**config.mk**
```make
export PLATFORM = sky130hd
export DESIGN_NAME = spdif_tx_core
export DESIGN_NICKNAME = d
export VERILOG_FILES = /design/src/rtl/spdif_tx_core.sv
export SDC_FILE = /design/constraint.sdc
export NUM_CORES = 1
export LEC_CHECK = 0
export ABC_AREA = 0
export CAP_MARGIN = 20
export CORE_UTILIZATION = 60
export CTS_CLUSTER_SIZE = 40
export DETAILED_ROUTE_END_ITERATION = 10
export PLACE_DENSITY_LB_ADDON = 0.3
export SYNTH_ARGS = -nofsm -noshare
export SYNTH_HDL_FRONTEND = slang
export SYNTH_SLANG_ARGS = --single-unit
```
**constraint.sdc**
```tcl
create_clock -name i2s_bclk_pll -period 4.1 [get_ports i2s_bclk_pll]
set_input_delay 0.82 -clock i2s_bclk_pll [delete_from_list [all_inputs] [get_ports i2s_bclk_pll]]
set_output_delay 0.82 -clock i2s_bclk_pll [all_outputs]
set_load 0.05 [all_outputs]
```
**src/rtl/spdif_tx_core.sv**
```systemverilog
// S/PDIF (IEC 60958) transmitter: stereo-pair FIFO, 192-frame channel-status block,
// biphase-mark line coding with B/M/W preambles. One half-cell spans CLK_DIV clocks.
module spdif_tx_core #(
    parameter int          SAMPLE_WIDTH = 24,
    parameter int          CLK_DIV      = 1,
    parameter int          FIFO_DEPTH   = 4,
    parameter logic [31:0] CS_WORD      = 32'h0000_0004
) (
    input  logic                    i2s_bclk_pll,
    input  logic                    rst,
    input  logic [SAMPLE_WIDTH-1:0] sample_left,
    input  logic [SAMPLE_WIDTH-1:0] sample_right,
    input  logic                    sample_valid,
    output logic                    sample_ready,
    output logic                    spdif_out,
    output logic                    block_start,
    output logic                    underrun
);

    localparam int PW  = $clog2(FIFO_DEPTH);
    localparam int DW  = 2 * SAMPLE_WIDTH;
    localparam int PAD = 24 - SAMPLE_WIDTH;

    localparam logic [7:0] PRE_B = 8'b1110_1000;
    localparam logic [7:0] PRE_M = 8'b1110_0010;
    localparam logic [7:0] PRE_W = 8'b1110_0100;

    logic [7:0] div_cnt;
    logic [6:0] half_cnt;
    logic [7:0] frame_cnt;
    logic       half_tick;
    logic       frame_start;

    assign half_tick   = (div_cnt == 8'(CLK_DIV - 1));
    assign frame_start = (div_cnt == 8'd0) && (half_cnt == 7'd0);

    // Frame k occupies frame_cnt == k for all of its 128 half-cells.
    always_ff @(posedge i2s_bclk_pll or posedge rst) begin
        if (rst) begin
            div_cnt   <= '0;
            half_cnt  <= '0;
            frame_cnt <= '0;
        end else if (half_tick) begin
            div_cnt <= '0;
            if (half_cnt == 7'd127) begin
                half_cnt  <= '0;
                frame_cnt <= (frame_cnt == 8'd191) ? 8'd0 : frame_cnt + 8'd1;
            end else begin
                half_cnt <= half_cnt + 7'd1;
            end
        end else begin
            div_cnt <= div_cnt + 8'd1;
        end
    end

    logic [DW-1:0] mem [FIFO_DEPTH];
    logic [PW-1:0] wr_ptr;
    logic [PW-1:0] rd_ptr;
    logic [PW:0]   count;
    logic          full;
    logic          empty;
    logic          push;
    logic          pop;

    assign full  = (count == (PW+1)'(FIFO_DEPTH));
    assign empty = (count == '0);
    // NOTE: the reset term keeps these outputs low for the whole time rst is held,
    // even though the counters already sit at their frame-start values.
    assign sample_ready = !rst && !full;
    assign block_start  = !rst && frame_start && (frame_cnt == 8'd0);
    assign underrun     = !rst && frame_start && empty;

    assign push = sample_valid && sample_ready;
    assign pop  = frame_start && !empty;

    // NOTE: the sample memory has no reset; count and pointers alone define which entries are live.
    always_ff @(posedge i2s_bclk_pll) begin
        if (push) mem[wr_ptr] <= {sample_left, sample_right};
    end

    always_ff @(posedge i2s_bclk_pll or posedge rst) begin
        if (rst) begin
            wr_ptr <= '0;
            rd_ptr <= '0;
            count  <= '0;
        end else begin
            if (push) wr_ptr <= wr_ptr + PW'(1);
            if (pop)  rd_ptr <= rd_ptr + PW'(1);
            count <= count + (PW+1)'(push) - (PW+1)'(pop);
        end
    end

    // Pair in flight; an empty FIFO at frame start sends a zero filler flagged invalid.
    logic [SAMPLE_WIDTH-1:0] cur_left;
    logic [SAMPLE_WIDTH-1:0] cur_right;
    logic                    cur_v;

    always_ff @(posedge i2s_bclk_pll or posedge rst) begin
        if (rst) begin
            cur_left  <= '0;
            cur_right <= '0;
            cur_v     <= 1'b1;
        end else if (frame_start) begin
            if (!empty) begin
                {cur_left, cur_right} <= mem[rd_ptr];
                cur_v                 <= 1'b0;
            end else begin
                cur_left  <= '0;
                cur_right <= '0;
                cur_v     <= 1'b1;
            end
        end
    end

    logic [5:0]              sub_half;
    logic                    right_sub;
    logic [4:0]              slot;
    logic [SAMPLE_WIDTH-1:0] cur_sel;
    logic [23:0]             audio;
    logic                    c_bit;
    logic [31:0]             sub_word;
    logic [7:0]              pre_pat;
    logic                    pre_level;
    logic                    line_next;

    assign sub_half  = half_cnt[5:0];
    assign right_sub = half_cnt[6];
    assign slot      = sub_half[5:1];

    always_comb begin
        cur_sel  = right_sub ? cur_right : cur_left;
        audio    = 24'(cur_sel) << PAD;
        c_bit    = (frame_cnt < 8'd32) ? CS_WORD[frame_cnt[4:0]] : 1'b0;
        sub_word = {^{c_bit, cur_v, audio}, c_bit, 1'b0, cur_v, audio, 4'b0000};
        pre_pat  = right_sub ? PRE_W : ((frame_cnt == 8'd0) ? PRE_B : PRE_M);

        line_next = spdif_out;
        if (sub_half < 6'd8) begin
            // Preamble polarity follows the level that preceded it, latched at its first half-cell.
            if (sub_half == 6'd0) line_next = pre_pat[7] ^ spdif_out;
            else                  line_next = pre_pat[3'd7 - sub_half[2:0]] ^ pre_level;
        end else if (!sub_half[0]) begin
            line_next = ~spdif_out;
        end else begin
            line_next = spdif_out ^ sub_word[slot];
        end
    end

    // Level for half-cell h is registered at its first clock, so it shows one cycle later.
    always_ff @(posedge i2s_bclk_pll or posedge rst) begin
        if (rst) begin
            spdif_out <= 1'b0;
            pre_level <= 1'b0;
        end else if (div_cnt == 8'd0) begin
            spdif_out <= line_next;
            if (sub_half == 6'd0) pre_level <= spdif_out;
        end
    end

endmodule

```
# Word-level counts from Yosys, hierarchy flattened
# Memories as Yosys holds them, arrays and structs flattened.
# Cells that the tools add are included.
dict set report totals {
  output_inout_bits 4
  input_bits 51
  memories 2
  word_cells 71
  ram_bits 192
  rom_bits 32
  reg_bits 81
}
# memory depth word_bits read_ports rd_clocked_by_memory_dff wr line_no
set mem_list {}
lappend mem_list {mem 4 48 1 0 1 56} ;# logic [DW-1:0] mem [FIFO_DEPTH];
lappend mem_list {{(no name shown)} 32 1 1 0 0 133} ;# c_bit = (frame_cnt < 8'd32) ? CS_WORD[frame_cnt[4:0]] : 1'b0;
dict set report op_classes {
  n_reduce_logical 18
  add_sub_neg 8
  eq_ne 3
  n_lt_le_gt_ge 5
  n_mux 20
  n_bitwise 4
}
# op n
set ops {}
lappend ops {{two-way mux 24 bit} 3}
lappend ops {{XOR reduction 26 bit} 1}
lappend ops {{adder 8 x 1 -> 8 bit, second input constant} 2}
lappend ops {{zero test 8 bit} 2}
lappend ops {{two-way mux 8 bit} 2}
lappend ops {{< comparator 5 x 6 -> 1 bit, second input constant} 2}
lappend ops {{two-way mux 1 bit} 10}
lappend ops {{== test 8 bit, second input constant} 1}
lappend ops {{< comparator 8 x 6 -> 1 bit, second input constant} 1}
lappend ops {{two-way mux 4 bit} 2}
lappend ops {{adder 7 x 1 -> 7 bit, second input constant} 1}
lappend ops {{== test 7 bit, second input constant} 1}
lappend ops {{logical AND 1 bit} 7}
lappend ops {{zero test 7 bit} 1}
lappend ops {{two-way mux 7 bit} 1}
lappend ops {{zero test 6 bit} 1}
lappend ops {{< comparator 6 x 4 -> 1 bit, second input constant} 1}
lappend ops {{binary-select mux 1 bit (select 5 bit)} 1}
lappend ops {{adder 2 x 1 -> 2 bit, second input constant} 2}
lappend ops {{< comparator 3 x 4 -> 1 bit, second input constant} 1}
lappend ops {{AND reduction 2 bit} 2}
lappend ops {{adder 3 x 1 -> 3 bit} 1}
lappend ops {{binary-select mux 1 bit (select 3 bit)} 1}
lappend ops {{== test 3 bit, second input constant} 1}
lappend ops {{7 further kinds} 10}

# Logic depth before layout (Yosys ltp)
# Gate-level depths: netlist of run 1.
dict set report logic_depth {
  ltp_word 9
  mapped_depth 15
  depth_no_buf 13
}

# Least setup slack after synthesis of run 1
# OpenSTA, ideal clock, no wires.
dict set report synth_timing {
  path_type {register to output}
  start {register half_cnt[1]}
  end {output block_start}
  path_buffers 4
  t_arrival_ns 3.018
  slack_ns 0.262
  stages_incl_launch_ff 10
  required_time_ns 3.280
  path_cell_list {dfrtp_1 buf_4 buf_2 clkinv_1 ha_1 nand2b_1 or4_1 clkbuf_1 clkbuf_1 nor3_1}
}
dict set report synth_between {
  elab_chain_cells 4
}
# element line_no
set synth_lines {}
lappend synth_lines {{start, declared} 29} ;# logic [6:0] half_cnt;
lappend synth_lines {{start signal, assigned} 49} ;# half_cnt <= half_cnt + 7'd1;
lappend synth_lines {{zero test 7 bit} 35} ;# assign frame_start = (div_cnt == 8'd0) && (half_cnt == 7'd0);
lappend synth_lines {{logical AND 1 bit} 35}
lappend synth_lines {{logical AND 1 bit (2 in series)} 70} ;# assign block_start = !rst && frame_start && (frame_cnt == 8'd0);
lappend synth_lines {{end, declared} 16} ;# output logic block_start,
# No other way between the ends.

# Worst setup path in the final report of run 1
dict set report layout_timing {
  start {register div_cnt[0]}
  end {output block_start}
}
dict set report layout_between {
  elab_chain_cells 4
}
# element line_no
set layout_lines {}
lappend layout_lines {{start, declared} 28} ;# logic [7:0] div_cnt;
lappend layout_lines {{start signal, assigned} 52} ;# div_cnt <= div_cnt + 8'd1;
lappend layout_lines {{zero test 8 bit} 35}
lappend layout_lines {{logical AND 1 bit} 35}
lappend layout_lines {{logical AND 1 bit (2 in series)} 70}
# No other way between the ends.

==> metrics, run 1 <==
status finished clean; Post-Synthesis Net Count 799; Max Cap Violations 0; dpl hpwl 14100 um; LEAKAGE 0.00488 uW; Final Critical Period 3550 ps; Worst VDD drop 0.455 mV; Crit path required time 3280 ps; CTS clock-pin slew for the worst setup and hold paths 60 ps; EDFF count, synth 192; Post-Synthesis Cells 734; Ports 55; Sequential Area 7800 um2; Post-route DRC 0; Fmax 282 MHz; DRT antenna net count 0; die area 19700 um2; Syn Std Cell Area 11500 um2; hold path depth 2; 1st-iter DRT viols 401; Root Driver clkbuf_16; Placer Congestion 0.850; CP Capture Type output port; Synth area leader edfxtp_1; H-tree levels 1; gr usage total 23.5%; Area Overhead vs Synth 14.7%; CTS tree done; P per Cell Area 488 nW/um2; drt wl/cell 20.9 um; Antenna diodes 0; DR vias/cell 5.96; clock power share 38.4%; total congestion overflow 0; CP Class flip-flop to output port; CORE AREA 18800 um2; Max Buffers Root-to-Sink 3; setup_tns 0 ps; depth of the worst register-to-register path 13; worst slew pin tran 849 ps; vias in the first global route 6501; Worst Path Arrival 2730 ps; Worst slew margin 43.4%; layout cell share with drive strength beyond 1 16.4%; via count 6250; DRT Wirelength 21900 um; largest net degree at the start of global routing 50; number of synthesized register bits 273; RSZ-0062 raised after global routing false; first-pass GRT wire length 35000 um; Internal Dissipation 4950 uW; asr flop ratio synth 29.7%; router iterations before antenna repair 5; FF-to-FF End count[2]; # nets final 859; Slew Viols, Final 0; Post-CTS Setup Inserts 0; Sw Ratio 23.1%; Die W 140 um; endpoints failing hold 0; initial antenna violation count 0; cell row count 50; R2R setup slack 910 ps; Die Ht 140 um; Final period util 86.6%; startpoint class of the critical path flip-flop; sequential share of power 51.4%; Yosys warning count 0; Port Buffers 54; leading register cell type out of synthesis edfxtp_1; layout filler cell count 1185; final core occ 70.3%; RR Startpoint div_cnt[0]; starting density of the core 61.3%; share of Yosys cell area claimed by the top area cell type 50.1%; Worst Skew 12.3 ps; worst skew pair latency 540 ps; CTS Sinks 273; CTS resizes 0; HP Class flip-flop to flip-flop; Hold Path Origin cur_v; NetSw 1490 uW; area of the multi-input gates 3470 um2; Critical Path Fanout Max 9; Comb pwr share 10.2%; ranking of synthesized cells by area edfxtp_1 (50%), dfrtp_1 (17%), mux4_2 (11%); synth unique cells 50; sequential element share of the synthesized area 67.8%; CTS Buf Count 27; synthesized area per cell 15.7 um2; hold_buf cts 0; Hold Path Sink cur_v; final setup fails 0; Critical path origin div_cnt[0]
worst max-delay path by stage:
stage                               to  slack (ps)
after detailed placement  sample_ready         780
after global placement    sample_ready         810
after CTS                     underrun         480
after global routing       block_start         390
final                      block_start         550
after floorplan            block_start         260
metal layers:
layer	GRT usage (%)	share of wire, %	vias to the layer above
met3	3.62	3.9	53
met4	8.75	3.7	0
met5	0	0	-
met1	31.7	42	3198
li1	-	-	2846
met2	39.2	50	153
registers in the layout, indices dropped and copies added, names as in the netlist:
name	count
mem	192
cur_left	24
cur_v	1
div_cnt	8
pre_level	1
cur_right	24
rd_ptr	2
spdif_out	1
half_cnt	7
frame_cnt	8
wr_ptr	2
count	3
Yosys cell counts (all sizes together), types with 5 or more instances:
library cell  instances
edfxtp              192
nand2               108
dfrtp                80
o21ai                57
mux4                 56
xnor2                34
clkbuf               31
xor2                 28
mux2i                21
nor2                 17
inv                  15
ha                   13
nand3                11
buf                   9
and3                  7
nor3                  6
a21oi                 5
a31oi                 5
and2                  5
or3                   5
cell families after synthesis:
family	after synthesis	share of synthesized area, %
buffers and inverters	56	2.10
AND/OR/NAND/NOR	173	7.12
adder cells (fa/ha/maj)	14	1.59
multiplexers	80	13.1
AO/OA/AOI/OAI	76	3.63
flip-flops	273	67.8
XOR/XNOR	62	4.72
area by class of cell:
class                   count  area share [%]
clock buffers              40            5.73
inverters                  16           0.455
well taps                 234            2.22
clock inverters            10            1.09
repair buffers             71            5.12
flip-flops and latches    273            59.1
multi-input cells         405            26.3
per-stage QoR:
stage          hold WS (ps)  total power, uW  setup slack, ps  cell area [um2]  cells
2_1_floorplan           467             3750              262            11500    734
3_3_place_gp            486             3980              812            12300    999
3_5_place_dp            494             4020              782            12300    999
4_1_cts                 503             6480              485            13200   1049
5_1_grt                 526             6650              390            13200   1049
6_report                497             6440              548            13200   1049
power groups by stage:
| stage | Clock (uW) | Sequential, uW | Combinational (uW) |
|---|---|---|---|
| final | 2470 | 3310 | 655 |
| after global routing | 2610 | 3320 | 721 |
| after CTS | 2510 | 3310 | 667 |
| after detailed placement | 0 | 3360 | 662 |
| after global placement | 0 | 3340 | 637 |
| after floorplan | 0 | 3340 | 414 |
critical path: stages (launching register included):
cell,delay [ps]
dfrtp_1,420
inv_1,80
ha_1,150
nor4b_4,210
nand2_2,180
or4_1,630
nor3_1,280
buf_4,250
cells in the final DEF, fill, tap and decap left out, types with 3 or more instances in the layout:
master           count
mux2i_1             21
a21oi_1              5
ha_1                13
o21ai_0             57
edfxtp_1           192
mux2_2               3
nor3_1               6
xor2_1              28
dfrtp_1             78
and2_1               5
nand3_1             10
nand4_1              3
buf_4               18
and3_2               4
clkdlybuf4s50_1     52
mux4_2              56
clkinv_1             3
nor2_1              16
a31oi_1              5
bufinv_16            3
and3_1               3
clkbuf_16           28
xnor2_1             34
clkbuf_1            11
inv_1               14
nand2_1            106
or3_1                4
Note: power is estimated with default switching activity, not from simulation.
==> run 2: changes to the inputs <==
Settings changed: CTS_CLUSTER_SIZE 40 to 14, SLEW_MARGIN set to 40.
==> run 2 against run 1 <==
Compared with the run above:
- sequential cell count is the same
- die area is the same
- utilization shrank 0.24 points
- non-clock buffer count unchanged
- wire length about the same
- register-to-register slack barely moved
- clock skew is 5.6 ps higher
- cell count barely moved
==> metrics, run 2 (synthesized netlist as in run 1, its figures left out) <==
Comb pwr share 10.3%; setup_tns 0 ps; sequential share of power 52.1%; DR vias/cell 5.93; router iterations before antenna repair 5; first-pass GRT wire length 35400 um; Sw Ratio 23.2%; DRT Wirelength 21900 um; Die Ht 140 um; CP Class flip-flop to output port; cell row count 50; Ports 55; CP delay by family, top simple AND/OR/NAND/NOR gates; Root Driver clkbuf_16; clock power share 37.6%; FF-to-FF End count[2]; Max Cap Violations 0; most frequent cells in the layout edfxtp_1 (192), nand2_1 (106), dfrtp_1 (78); RSZ-0062 raised after global routing false; CTS Sinks 273; H-tree levels 1; Area Overhead vs Synth 14.3%; CP max-delay cell or4_1; CTS tree done; Worst slew margin 52.4%; max reg flops 192; Biggest register mem; Max Buffers Root-to-Sink 3; LEAKAGE 0.00487 uW; CTS clock-pin slew for the worst setup and hold paths 60 ps; Worst Skew 17.9 ps; worst skew pair latency 540 ps; P per Cell Area 482 nW/um2; dpl cell area 12300 um2; Final period util 86.3%; HP Class flip-flop to flip-flop; Levels on crit path 7; Fmax 283 MHz; Non-Filler Instances 1048; starting density of the core 61.3%; Placer Congestion 0.850; Post-route DRC 0; Die W 140 um; crit-path max cell delay 630 ps; NetSw 1470 uW; Post-CTS Setup Inserts 0; placed insts 999; crit path cell chain inv_1 -> ha_1 -> nor4b_4 -> nand2_2 -> or4_1 -> nor3_1 -> buf_4; depth of the worst register-to-register path 13; startpoint class of the critical path flip-flop; via count 6219; Internal Dissipation 4870 uW; RR Startpoint div_cnt[0]; DRT antenna net count 0; vias in the first global route 6582; Critical Path Fanout Max 9; initial antenna violation count 0; Hold Slack 499 ps; Regs by FF count mem: 192 flops, cur_left: 24 flops, cur_right: 24 flops; final core occ 70.1%; Port Buffers 54; gr usage total 23.6%; layout cell share with drive strength beyond 1 16.3%; # nets final 859; CTS resizes 0; CP endpoint block_start; Slew Viols, Final 0; largest net degree at the start of global routing 50; dpl hpwl 14200 um; R2R setup slack 910 ps; status finished clean; Finished Cell Area 13200 um2; 1st-iter DRT viols 466; Worst VDD drop 0.363 mV; endpoints failing hold 0; Final Critical Period 3540 ps; CORE AREA 18800 um2; CP Capture Type output port; drt wl/cell 20.9 um; hold_buf cts 0; Crit path buffers/inverters 2; Critical path origin div_cnt[0]; CTS Buf Count 27; commonest non-fill, non-tap cell in the layout edfxtp_1; Worst Path Arrival 2720 ps; Crit path required time 3280 ps; Antenna diodes 0; final setup fails 0; worst slew pin tran 714 ps; die area 19700 um2; total congestion overflow 0
[run 2: stage by stage]
| step | worst slack [ps] | power [uW] |
|---|---|---|
| finish | 562 | 6340 |
| global route | 371 | 6570 |
| CTS | 497 | 6400 |
| floorplan | 262 | 3750 |
| detailed placement | 770 | 4020 |
| global placement | 812 | 3980 |
[run 2: how the worst min path moves through the flow]
stage                     startpoint          to  slack, ps  cells after the start
after floorplan           div_cnt[0]  div_cnt[0]        470                      1
after global placement    div_cnt[0]  div_cnt[0]        490                      1
after detailed placement       cur_v       cur_v        490                      2
after CTS                      cur_v       cur_v        500                      2
after global routing      div_cnt[0]  div_cnt[0]        530                      1
final                          cur_v       cur_v        500                      2
[run 2: cell type report]
| cell class | count | area (um2) |
|---|---|---|
| fill | 1187 | 5620 |
| tap | 234 | 293 |
| multi-input combinational | 405 | 3470 |
| sequential | 273 | 7800 |
| timing repair buffer | 71 | 676 |
| clock inverter | 15 | 150 |
| clock buffer | 34 | 702 |
| inverter | 16 | 60.1 |
[run 2: power groups by stage]
stage,clock [uW],sequential (uW),combinational [uW]
finish,2380,3310,653
global route,2530,3320,720
CTS,2420,3310,665
detailed placement,0,3360,663
global placement,0,3340,637
floorplan,0,3340,414
[run 2: tightest hold or removal path: cells and delay by family (launching register included)]
kind             cells  cell delay [ps]
AND/OR/NAND/NOR      1               50
AO/OA/AOI/OAI        1               70
flip-flops           1              380
[run 2: routing by layer]
layer / GRT usage (%) / vias up / routed length, um
met3: 3.15 / 44 / 1090
met2: 40.2 / 176 / 11100
met1: 31.9 / 3148 / 9070
met4: 7.72 / 0 / 650
met5: 0 / - / 0
li1: - / 2851 / -
